==> config.mk <==
export PLATFORM = sky130hd
export DESIGN_NAME = usb_rx_bit_timer
export DESIGN_NICKNAME = d
export VERILOG_FILES = /design/src/rtl/usb_pkg.sv /design/src/rtl/usb_rx_edge_sync.sv /design/src/rtl/usb_rx_bit_timer.sv
export SDC_FILE = /design/constraint.sdc
export NUM_CORES = 1
export LEC_CHECK = 0
export CORE_MARGIN = 2
export CORE_UTILIZATION = 45
export CTS_CLUSTER_DIAMETER = 30
export DETAILED_ROUTE_END_ITERATION = 8
export PLACE_DENSITY = 0.63
export REMOVE_ABC_BUFFERS = 1
export SETUP_SLACK_MARGIN = 0.3
export SYNTH_ARGS = -nofsm -noshare
export SYNTH_HDL_FRONTEND = slang
export SYNTH_SLANG_ARGS = --single-unit
==> constraint.sdc <==
create_clock -name clk -period 3.21 [get_ports clk]
set_input_delay 0.642 -clock clk [delete_from_list [all_inputs] [get_ports clk]]
set_output_delay 0.642 -clock clk [all_outputs]
set_load 0.005 [all_outputs]
==> src/rtl/usb_pkg.sv <==
// usb_pkg -- shared types and constants for the USB full-speed receive path.
//   rx_state_t : receive FSM states (IDLE, RCV, EOP, ERR)
//   LINE_*     : registered line-state encoding, {D+, D-}
//   SYNC_BYTE  : SYNC pattern as assembled LSB-first
//   STUFF_LIMIT: consecutive 1s after which a stuffed 0 follows
package usb_pkg;

  typedef enum logic [1:0] {
    IDLE = 2'd0,
    RCV  = 2'd1,
    EOP  = 2'd2,
    ERR  = 2'd3
  } rx_state_t;

  localparam logic [1:0] LINE_SE0 = 2'b00;
  localparam logic [1:0] LINE_K   = 2'b01;
  localparam logic [1:0] LINE_J   = 2'b10;

  localparam logic [7:0] SYNC_BYTE   = 8'h80;
  localparam int         STUFF_LIMIT = 6;

  function automatic logic is_jk(input logic [1:0] l);
    return (l == LINE_J) || (l == LINE_K);
  endfunction

endpackage

==> src/rtl/usb_rx_edge_sync.sv <==
// usb_rx_edge_sync -- pad synchroniser and J/K edge detector.
//   clk, n_rst       : clock, async active-low reset
//   d_plus, d_minus  : raw asynchronous pad inputs
//   line             : registered line state (LINE_J / LINE_K / LINE_SE0)
//   jk_edge          : one-cycle pulse, aligned with line, on a J<->K change
// Pad to line/jk_edge latency is 3 clocks (2 sync flops + 1 line register).
module usb_rx_edge_sync
  import usb_pkg::*;
(
  input  logic       clk,
  input  logic       n_rst,
  input  logic       d_plus,
  input  logic       d_minus,
  output logic [1:0] line,
  output logic       jk_edge
);

  logic [1:0] dp_ff, dm_ff;
  logic [1:0] line_next;

  // (1,1) is illegal on the bus and is folded into SE0
  always_comb begin
    line_next = {dp_ff[1], dm_ff[1]};
    if (dp_ff[1] && dm_ff[1]) line_next = LINE_SE0;
  end

  // Reset to J so leaving reset on an idle bus does not look like an edge
  always_ff @(posedge clk or negedge n_rst) begin
    if (!n_rst) begin
      dp_ff   <= 2'b11;
      dm_ff   <= 2'b00;
      line    <= LINE_J;
      jk_edge <= 1'b0;
    end else begin
      dp_ff   <= {dp_ff[0], d_plus};
      dm_ff   <= {dm_ff[0], d_minus};
      line    <= line_next;
      jk_edge <= is_jk(line_next) && is_jk(line) && (line_next != line);
    end
  end

endmodule

==> src/rtl/usb_rx_bit_timer.sv <==
// usb_rx_bit_timer -- USB full-speed receive bit timing and byte recovery.
// Oversamples the line at CLKS_PER_BIT clocks per bit, re-centres the sample
// point on every J/K edge, NRZI-decodes, removes stuffed bits and assembles
// bytes LSB-first, then checks the SE0,SE0,J end-of-packet.
//   clk, n_rst        : clock, async active-low reset
//   d_plus, d_minus   : raw pads (asynchronous)
//   rx_en             : low forces IDLE and blocks new packets
//   rx_clr            : sync clear of rx_error/byte_count, back to IDLE
//   byte_out          : last assembled data byte (held)
//   byte_ready        : one-cycle strobe for byte_out
//   byte_count        : data bytes received in this packet
//   eop               : one-cycle strobe on a clean end-of-packet
//   rx_active         : packet in progress
//   rx_error          : sticky error flag
// Build option USB_RX_SYNC_CHECK_EN: when defined, the first 8 decoded bits
// must be the SYNC pattern and are not delivered; when undefined they are
// delivered and counted like any data byte.
module usb_rx_bit_timer
  import usb_pkg::*;
#(
  parameter int CLKS_PER_BIT = 8,
  parameter int MAX_BYTES    = 64
) (
  input  logic       clk,
  input  logic       n_rst,
  input  logic       d_plus,
  input  logic       d_minus,
  input  logic       rx_en,
  input  logic       rx_clr,
  output logic [7:0] byte_out,
  output logic       byte_ready,
  output logic [6:0] byte_count,
  output logic       eop,
  output logic       rx_active,
  output logic       rx_error
);

`ifdef USB_RX_SYNC_CHECK_EN
  localparam bit SYNC_CHECK = 1'b1;
`else
  localparam bit SYNC_CHECK = 1'b0;
`endif

  localparam int            PW   = $clog2(CLKS_PER_BIT);
  localparam logic [PW-1:0] HALF = PW'(CLKS_PER_BIT / 2);
  localparam logic [PW-1:0] LAST = PW'(CLKS_PER_BIT - 1);

  logic [1:0]    line;
  logic          jk_edge;

  rx_state_t     state;
  logic [PW-1:0] phase;
  logic [PW-1:0] j_cnt;
  logic [1:0]    prev_lvl;
  logic [2:0]    ones;
  logic [2:0]    bit_cnt;
  logic [7:0]    shreg;
  logic          sync_done;
  logic          eop_two;

  logic          strobe, dbit;
  logic [7:0]    byte_full;
  logic          fault, keep_bit, deliver, to_eop, eop_done;

  usb_rx_edge_sync u_edge (
    .clk     (clk),
    .n_rst   (n_rst),
    .d_plus  (d_plus),
    .d_minus (d_minus),
    .line    (line),
    .jk_edge (jk_edge)
  );

  assign strobe    = (phase == HALF);
  assign dbit      = (line == prev_lvl);   // NRZI: no change means 1
  assign byte_full = {dbit, shreg[7:1]};

  // Decide what the current strobe means; the register block only applies it.
  always_comb begin
    fault    = 1'b0;
    keep_bit = 1'b0;
    deliver  = 1'b0;
    to_eop   = 1'b0;
    eop_done = 1'b0;
    if (strobe) begin
      case (state)
        RCV: begin
          if (!is_jk(line)) begin
            // SE0 is only legal on a byte boundary after SYNC
            if (bit_cnt != 3'd0 || (SYNC_CHECK && !sync_done)) fault = 1'b1;
            else                                              to_eop = 1'b1;
          end else if (ones == 3'(STUFF_LIMIT)) begin
            fault = dbit;                  // stuffed bit must be 0; 0 is dropped
          end else begin
            keep_bit = 1'b1;
            if (bit_cnt == 3'd7) begin
              if (SYNC_CHECK && !sync_done)         fault   = (byte_full != SYNC_BYTE);
              else if (byte_count == 7'(MAX_BYTES)) fault   = 1'b1;
              else                                  deliver = 1'b1;
            end
          end
        end
        EOP: begin
          if (!eop_two)              fault    = (line != LINE_SE0);
          else if (line == LINE_J)   eop_done = 1'b1;
          else                       fault    = 1'b1;
        end
        default: ;
      endcase
    end
  end

  always_ff @(posedge clk or negedge n_rst) begin
    if (!n_rst) begin
      state      <= IDLE;
      phase      <= '0;
      j_cnt      <= '0;
      prev_lvl   <= LINE_J;
      ones       <= 3'd0;
      bit_cnt    <= 3'd0;
      shreg      <= 8'h00;
      sync_done  <= 1'b0;
      eop_two    <= 1'b0;
      byte_out   <= 8'h00;
      byte_ready <= 1'b0;
      byte_count <= 7'd0;
      eop        <= 1'b0;
      rx_active  <= 1'b0;
      rx_error   <= 1'b0;
    end else begin
      byte_ready <= 1'b0;
      eop        <= 1'b0;
      if (rx_clr) begin
        state      <= IDLE;
        rx_active  <= 1'b0;
        rx_error   <= 1'b0;
        byte_count <= 7'd0;
      end else if (!rx_en) begin
        state     <= IDLE;
        rx_active <= 1'b0;
      end else begin
        if (state == RCV || state == EOP)
          phase <= (jk_edge || phase == LAST) ? '0 : phase + PW'(1);

        if (fault) begin
          state     <= ERR;
          rx_active <= 1'b0;
          rx_error  <= 1'b1;
          j_cnt     <= '0;
        end else begin
          case (state)
            IDLE: begin
              if (jk_edge && line == LINE_K) begin
                state      <= RCV;
                rx_active  <= 1'b1;
                rx_error   <= 1'b0;
                byte_count <= 7'd0;
                phase      <= '0;
                prev_lvl   <= LINE_J;
                ones       <= 3'd0;
                bit_cnt    <= 3'd0;
                sync_done  <= 1'b0;
              end
            end
            RCV: begin
              if (to_eop) begin
                state   <= EOP;
                eop_two <= 1'b0;
              end else if (strobe) begin
                prev_lvl <= line;
                if (keep_bit) begin
                  ones    <= dbit ? ones + 3'd1 : 3'd0;
                  shreg   <= byte_full;
                  bit_cnt <= bit_cnt + 3'd1;
                  if (bit_cnt == 3'd7) sync_done <= 1'b1;
                  if (deliver) begin
                    byte_out   <= byte_full;
                    byte_ready <= 1'b1;
                    byte_count <= byte_count + 7'd1;
                  end
                end else begin
                  ones <= 3'd0;
                end
              end
            end
            EOP: begin
              if (eop_done) begin
                eop       <= 1'b1;
                rx_active <= 1'b0;
                state     <= IDLE;
              end else if (strobe) begin
                eop_two <= 1'b1;
              end
            end
            ERR: begin
              // leave only after a full bit time of idle J
              if (line == LINE_J) begin
                if (j_cnt == LAST) state <= IDLE;
                else               j_cnt <= j_cnt + PW'(1);
              end else begin
                j_cnt <= '0;
              end
            end
            default: state <= IDLE;
          endcase
        end
      end
    end
  end

endmodule

After elaboration in Yosys (flattened, before gate mapping). Cells that the tools add are included.

Memory bits (writable): 0. Output and inout bits: 19. Input bits: 6. Latch bits: 0. Memories: 0. Register bits after elaboration: 51. Memory bits (read-only): 0.

$lt $le $gt $ge: 0. Multipliers: 0. Shift-type cells: 0. Divide/modulo/power cells: 0. Bitwise gates (word level): 3. Reductions and logical operators: 29. Equality and inequality tests: 35. Add/sub/neg operators: 5. Multiplexer cells: 97.

Operators with widths (count): $mux 7 (8); $mux 1 (52); $mux 3 (17); $ne 5x5->1 const B (5); $mux 2 (12); $reduce_and 8->1 (3); $reduce_and 7->1 (3); $ne 3x3->1 const B (6); $ne 2x2->1 const B (8); $eq 3x3->1 const B (5); $pmux 7 s2 (1); $add 3x1->3 const B (4); $pmux 3 s2 (2); $reduce_bool 3->1 (4); $reduce_bool 2->1 (5); $eq 2x2->1 const B (4); $pmux 2 s4 (1); $add 7x1->7 const B (1); $eq 7x7->1 const B (1); $eq 2x1->1 const B (3); $pmux 1 s2 (3); $reduce_and 3->1 (2); $ne 5x1->1 const B (1); $reduce_and 5->1 (1); 9 further kinds (17).

Depth between registers and ports, before layout.
Depth after elaboration: 15. Mapped depth: 9. Mapped depth without buffers: 7.

Cells and area by module. A second synthesis with hierarchy kept.

Cells, all modules: 245. Area, all modules: 2671.3 um^2.

By module, submodules not included: usb_rx_bit_timer (seq. area each 1077.3 um^2, times used 1, cells each 229, area an instance 2424.8 um^2); usb_rx_edge_sync (seq. area each 178.9 um^2, times used 1, cells each 16, area an instance 246.5 um^2).

Worst setup path after synthesis. OpenSTA, ideal clock, no wires.

Path kind: reg-to-reg. Start: reg u_edge.line[1]. End: reg byte_out[0]. Data required time: 3.085 ns. Stages on the path, launching flop included: 8. Setup time: 0.125 ns. Clock period less this slack: 2.479 ns. Setup slack: 0.731 ns. Buffers on the path: 0. Arrival: 2.354 ns. Path through: dfstp_2 -> inv_1 -> ha_1 -> nor3b_2 -> o22a_2 -> a31oi_4 -> nor4_4 -> mux2_2.

Longest elaborated chain between the ends: 7. Elaborated cells between the ends (all ways): 23. Classes of those cells: 3 x eq/ne; 15 x mux; 2 x bitwise; 3 x reduce/logical.

RTL lines: start, declared (RTL line usb_rx_edge_sync.sv:14) `output logic [1:0] line,`; start signal, assigned (RTL line usb_rx_edge_sync.sv:37) `line <= line_next;`; $eq 2x2->1 (tied with other cells) (RTL line usb_pkg.sv:23, usb_rx_bit_timer.sv:105); $mux 1 (tied with other cells) (RTL line usb_rx_bit_timer.sv:105) `else if (line == LINE_J) eop_done = 1'b1;`; $mux 1, on equally long branches (RTL line usb_rx_bit_timer.sv:104, usb_rx_bit_timer.sv:88); $pmux 1 s2 or $mux 1 (tied branches) (RTL line usb_rx_bit_timer.sv:86) `case (state)`; $mux 1 (RTL line usb_rx_bit_timer.sv:85) `if (strobe) begin`; $not 1->1 (no line); $reduce_and 8->1 (no line) *; end signal, assigned (RTL line usb_rx_bit_timer.sv:177) `byte_out <= byte_full;`; end, declared (RTL line usb_rx_bit_timer.sv:30) `output logic [7:0] byte_out,`.

Mark *: on every way between the ends. The rest lies on a longest branch, timed or not. A chain may end at the register's enable or synchronous reset.

Worst setup path in the final report.
Start: reg u_edge.line[1]. End: reg shreg[4].

Longest elaborated chain between the ends: 7. Elaborated cells between the ends (all ways): 20. Classes of those cells: 3 x eq/ne; 12 x mux; 2 x bitwise; 3 x reduce/logical.

RTL lines: $eq 2x2->1 (tied with other cells) (RTL line usb_pkg.sv:23, usb_rx_bit_timer.sv:105); $mux 1 (tied with other cells) (RTL line usb_rx_bit_timer.sv:105); $mux 1, on equally long branches (RTL line usb_rx_bit_timer.sv:104, usb_rx_bit_timer.sv:88); $pmux 1 s2 or $mux 1 (tied branches) (RTL line usb_rx_bit_timer.sv:86); $mux 1 (RTL line usb_rx_bit_timer.sv:85); $not 1->1 (no line); $reduce_and 7->1 (no line) *; end signal, assigned (RTL line usb_rx_bit_timer.sv:173) `shreg <= byte_full;`; end, declared (RTL line usb_rx_bit_timer.sv:57) `logic [7:0] shreg;`.

Marked as above.

==> out/metrics.cfg <==
[outcome]
status = complete, no violations

[die]
initial_utilization = 0.464
die_h_um = 81.9
pin_count = 25
rows = 28
core_um2 = 5890
dieArea_um2 = 6700
die_x_um = 81.9

[power_and_ir_drop]
vdd_drop_max_mv = 0.245
pwr-share-comb = 0.085
p_leak_nw = 1.37
p_sw_mw = 0.299
p_clk_frac = 0.342
fin_total_pwr_mw = 1.15
cell_internal_pwr_mw = 0.849
seqPwrFrac = 0.573
power_per_cell_area_nw_per_um2 = 365
switching_share = 0.261

[worst_setup_path]
end_kind = flip-flop
critPathSlowestCell = dfstp_2
reg2reg_slack_ns = 0.52
slowest_delay_ns = 0.59
criticalPathCategory = flip-flop to flip-flop
crit_path_max_fanout = 17
setup.worst_path.start_class = flip-flop
worstPathRequired_ns = 3.41
timing.rr.end = shreg[4]$_DFFE_PN0P_
arrival_ns = 2.89
rr_worst_depth = 7
worstPathCellList = inv_1 -> ha_1 -> nor3b_2 -> o22a_2 -> a31oi_4 -> or3_1 -> mux2_2
regToRegStartpoint = u_edge.line[1]$_DFF_PN1_

[detailed_routing]
vias = 2022
drtPass1Iterations = 4
drtAntennaViolNets = 0
wl_per_cell_um = 15.2
totalWireLength_um = 5410
avgViaCountPerCell = 5.70
drcViolationCount = 0
drt_iter0_markers = 118

[clock_tree]
cts_buffer_depth = 2
root_buffer = clkbuf_8
cts_tree = built
clkTransAtPathRegs_ns = 0.10
clkSinkCount = 50
htreeDepth = 2
cts_post_setup_buffers_inserted = 0
numCtsBuffers = 5
clock_latency_ns = 0.32
cts_hold_buf = 0
cts_resized = 0

[synth]
syn_avg_cell_area_um2 = 10.8
syn-cell-area_um2 = 2730
ys.flop_type = dfrtp_1
postSynth.asyncResetShare = 1.00
ys_warn_count = 0
ys_types = 53
synth_edf_count = 0
syn_inst = 252
ys_ff_latch = 50
synth-seq-area-share = 0.460

[timing]
final_max_slew_viol_count = 0
skew_ns = 0.0142
relSlewSlack = 0.283
fmax_ghz = 0.372
hold_viol_final = 0
fin_crit_ns = 2.69
fin_ws_ns = 0.520
setup_violations = 0
rsz0062_at_grt = no
tns_ns = 0
tightest_slew_ns = 1.07
post-route-period-util = 0.838

[flow_run]
cap_viol_max_count = 0

[layout]
layout-drive-gt1-share = 0.164
areaGrowthSynthToFinish_pct = 15.4
antennaDiodeCount = 0
design_area_um2 = 3150
stdcell_count = 355
nNetsFinal = 306

[place]
dp_hpwl_um = 3830
place_congestion = 0.839
place_ws_ns = 0.490
dp.cells = 347
placedInstanceArea_um2 = 3050
io_buffers = 24

[worst_hold_path]
hold_end = u_edge.dm_ff[1]$_DFF_PN0_
whs_path_depth = 0
worstHoldPathType = flip-flop to flip-flop
hp-start = u_edge.dm_ff[0]$_DFF_PN0_

[grt]
grt_first_pass_wirelength_um = 8910
grt_pass1_vias = 1899
grt_max_degree = 50
groute.usage.overall = 0.172
antenna_found_initial = 0
overflow = 0

## cell families after synthesis
group,share of synthesized area
xor gates and xnor gates,0.0128
muxes,0.0931
AOI/OAI and AO/OA,0.131
and+or+nand+nor,0.171
DFF,0.460
buffers and inverters,0.0362
adders and majority gates,0.0963
## synthesized netlist by cell type, drive strengths merged (2+ instances only)
master  instances  area (um2)
o31ai           5        37.5
xnor2           4        35.0
ha             21         263
clkbuf          3        11.3
and2            4        25.0
a31oi           4        40.0
inv            17        63.8
a22oi           4        30.0
nand2          20        75.1
and3            3        18.8
buf             5        23.8
nor4            2        27.5
nor3            4        20.0
o41ai           2        17.5
nand3b          2        15.0
a22o            7        61.3
dfrtp          46        1150
dfstp           4         105
a21oi           7        35.0
o21ai           5        25.0
nand3           7        35.0
or2             2        12.5
nor2b           2        12.5
nand2b          3        18.8
mux2i           4        40.0
mux2           19         214
o21a            2        15.0
nor2           12        45.0
nand4          14        93.8
## critical path: cells and delay by family (launching register included)
| family | cells | cell delay (ns) |
|---|---|---|
| adders and majority gates | 1 | 0.38 |
| buffers and inverters | 1 | 0.07 |
| DFF | 1 | 0.59 |
| and+or+nand+nor | 2 | 0.47 |
| AOI/OAI and AO/OA | 2 | 0.72 |
| muxes | 1 | 0.37 |
## cell type report
class	instances	area, um2
clock buffers	5	68.8
clock inverters	3	26.3
flip-flops and latches	50	1260
fillers	530	2740
repair buffers	28	265
multi-input cells	177	1370
well taps	75	93.8
inverters	17	63.8
## power groups by stage
| stage | registers, mW | clock network [mW] | logic (mW) |
|---|---|---|---|
| after floorplan | 0.668 | 0 | 0.0605 |
| after global placement | 0.669 | 0 | 0.0966 |
| after detailed placement | 0.671 | 0 | 0.0989 |
| after CTS | 0.658 | 0.409 | 0.0997 |
| after global routing | 0.661 | 0.434 | 0.111 |
| final | 0.658 | 0.392 | 0.0981 |
## per-layer routing
layer | up-vias | track usage | wire [um]
li1 | 975 | - | -
met1 | 989 | 0.233 | 2560
met2 | 52 | 0.283 | 2540
met3 | 6 | 0.0341 | 261
met4 | 0 | 0.0400 | 51
met5 | - | 0 | 0
## layout by cell type, fill, tap and decap left out, types with 3 or more instances in the layout
cell,netlist,routed
and2_1,4,4
nand2b_1,3,3
inv_6,0,3
o21ai_0,4,4
buf_4,0,4
nand2_1,20,20
nor3_1,4,4
dfstp_2,4,4
nand3_1,7,7
xnor2_1,4,4
nor2_1,12,12
and3_1,3,3
nand4_1,13,13
a31oi_1,3,3
ha_1,21,21
clkdlybuf4s50_1,0,23
a22o_1,7,7
a22oi_1,4,4
o31ai_1,5,5
mux2i_1,4,4
a21oi_1,7,7
inv_1,17,17
mux2_2,18,18
clkbuf_8,0,5
dfrtp_1,46,46
## worst max-delay path by stage
stage / start / end / slack (ns)
final: u_edge.line[1]$_DFF_PN1_ / shreg[4]$_DFFE_PN0P_ / 0.52
after global routing: u_edge.line[1]$_DFF_PN1_ / shreg[6]$_DFFE_PN0P_ / 0.39
after CTS: u_edge.line[1]$_DFF_PN1_ / shreg[4]$_DFFE_PN0P_ / 0.51
after detailed placement: u_edge.line[1]$_DFF_PN1_ / shreg[6]$_DFFE_PN0P_ / 0.49
after global placement: u_edge.line[1]$_DFF_PN1_ / shreg[4]$_DFFE_PN0P_ / 0.57
after floorplan: u_edge.line[1]$_DFF_PN1_ / byte_out[0]$_DFFE_PN0P_ / 0.69
## registers in the layout, indices dropped and copies added (netlist names), 3 cells and up
name and flops:
shreg 7, j_cnt 3, bit_cnt 3, byte_out 8
phase 3, ones 3, byte_count 7
## per-stage QoR
stage               hold WS, ns  utilization
floorplan                 0.331            -
global placement          0.334        0.519
detailed placement        0.338        0.519
CTS                       0.360        0.535
global route              0.366        0.535
finish                    0.358        0.535
Note: power is estimated with default switching activity, not from simulation.
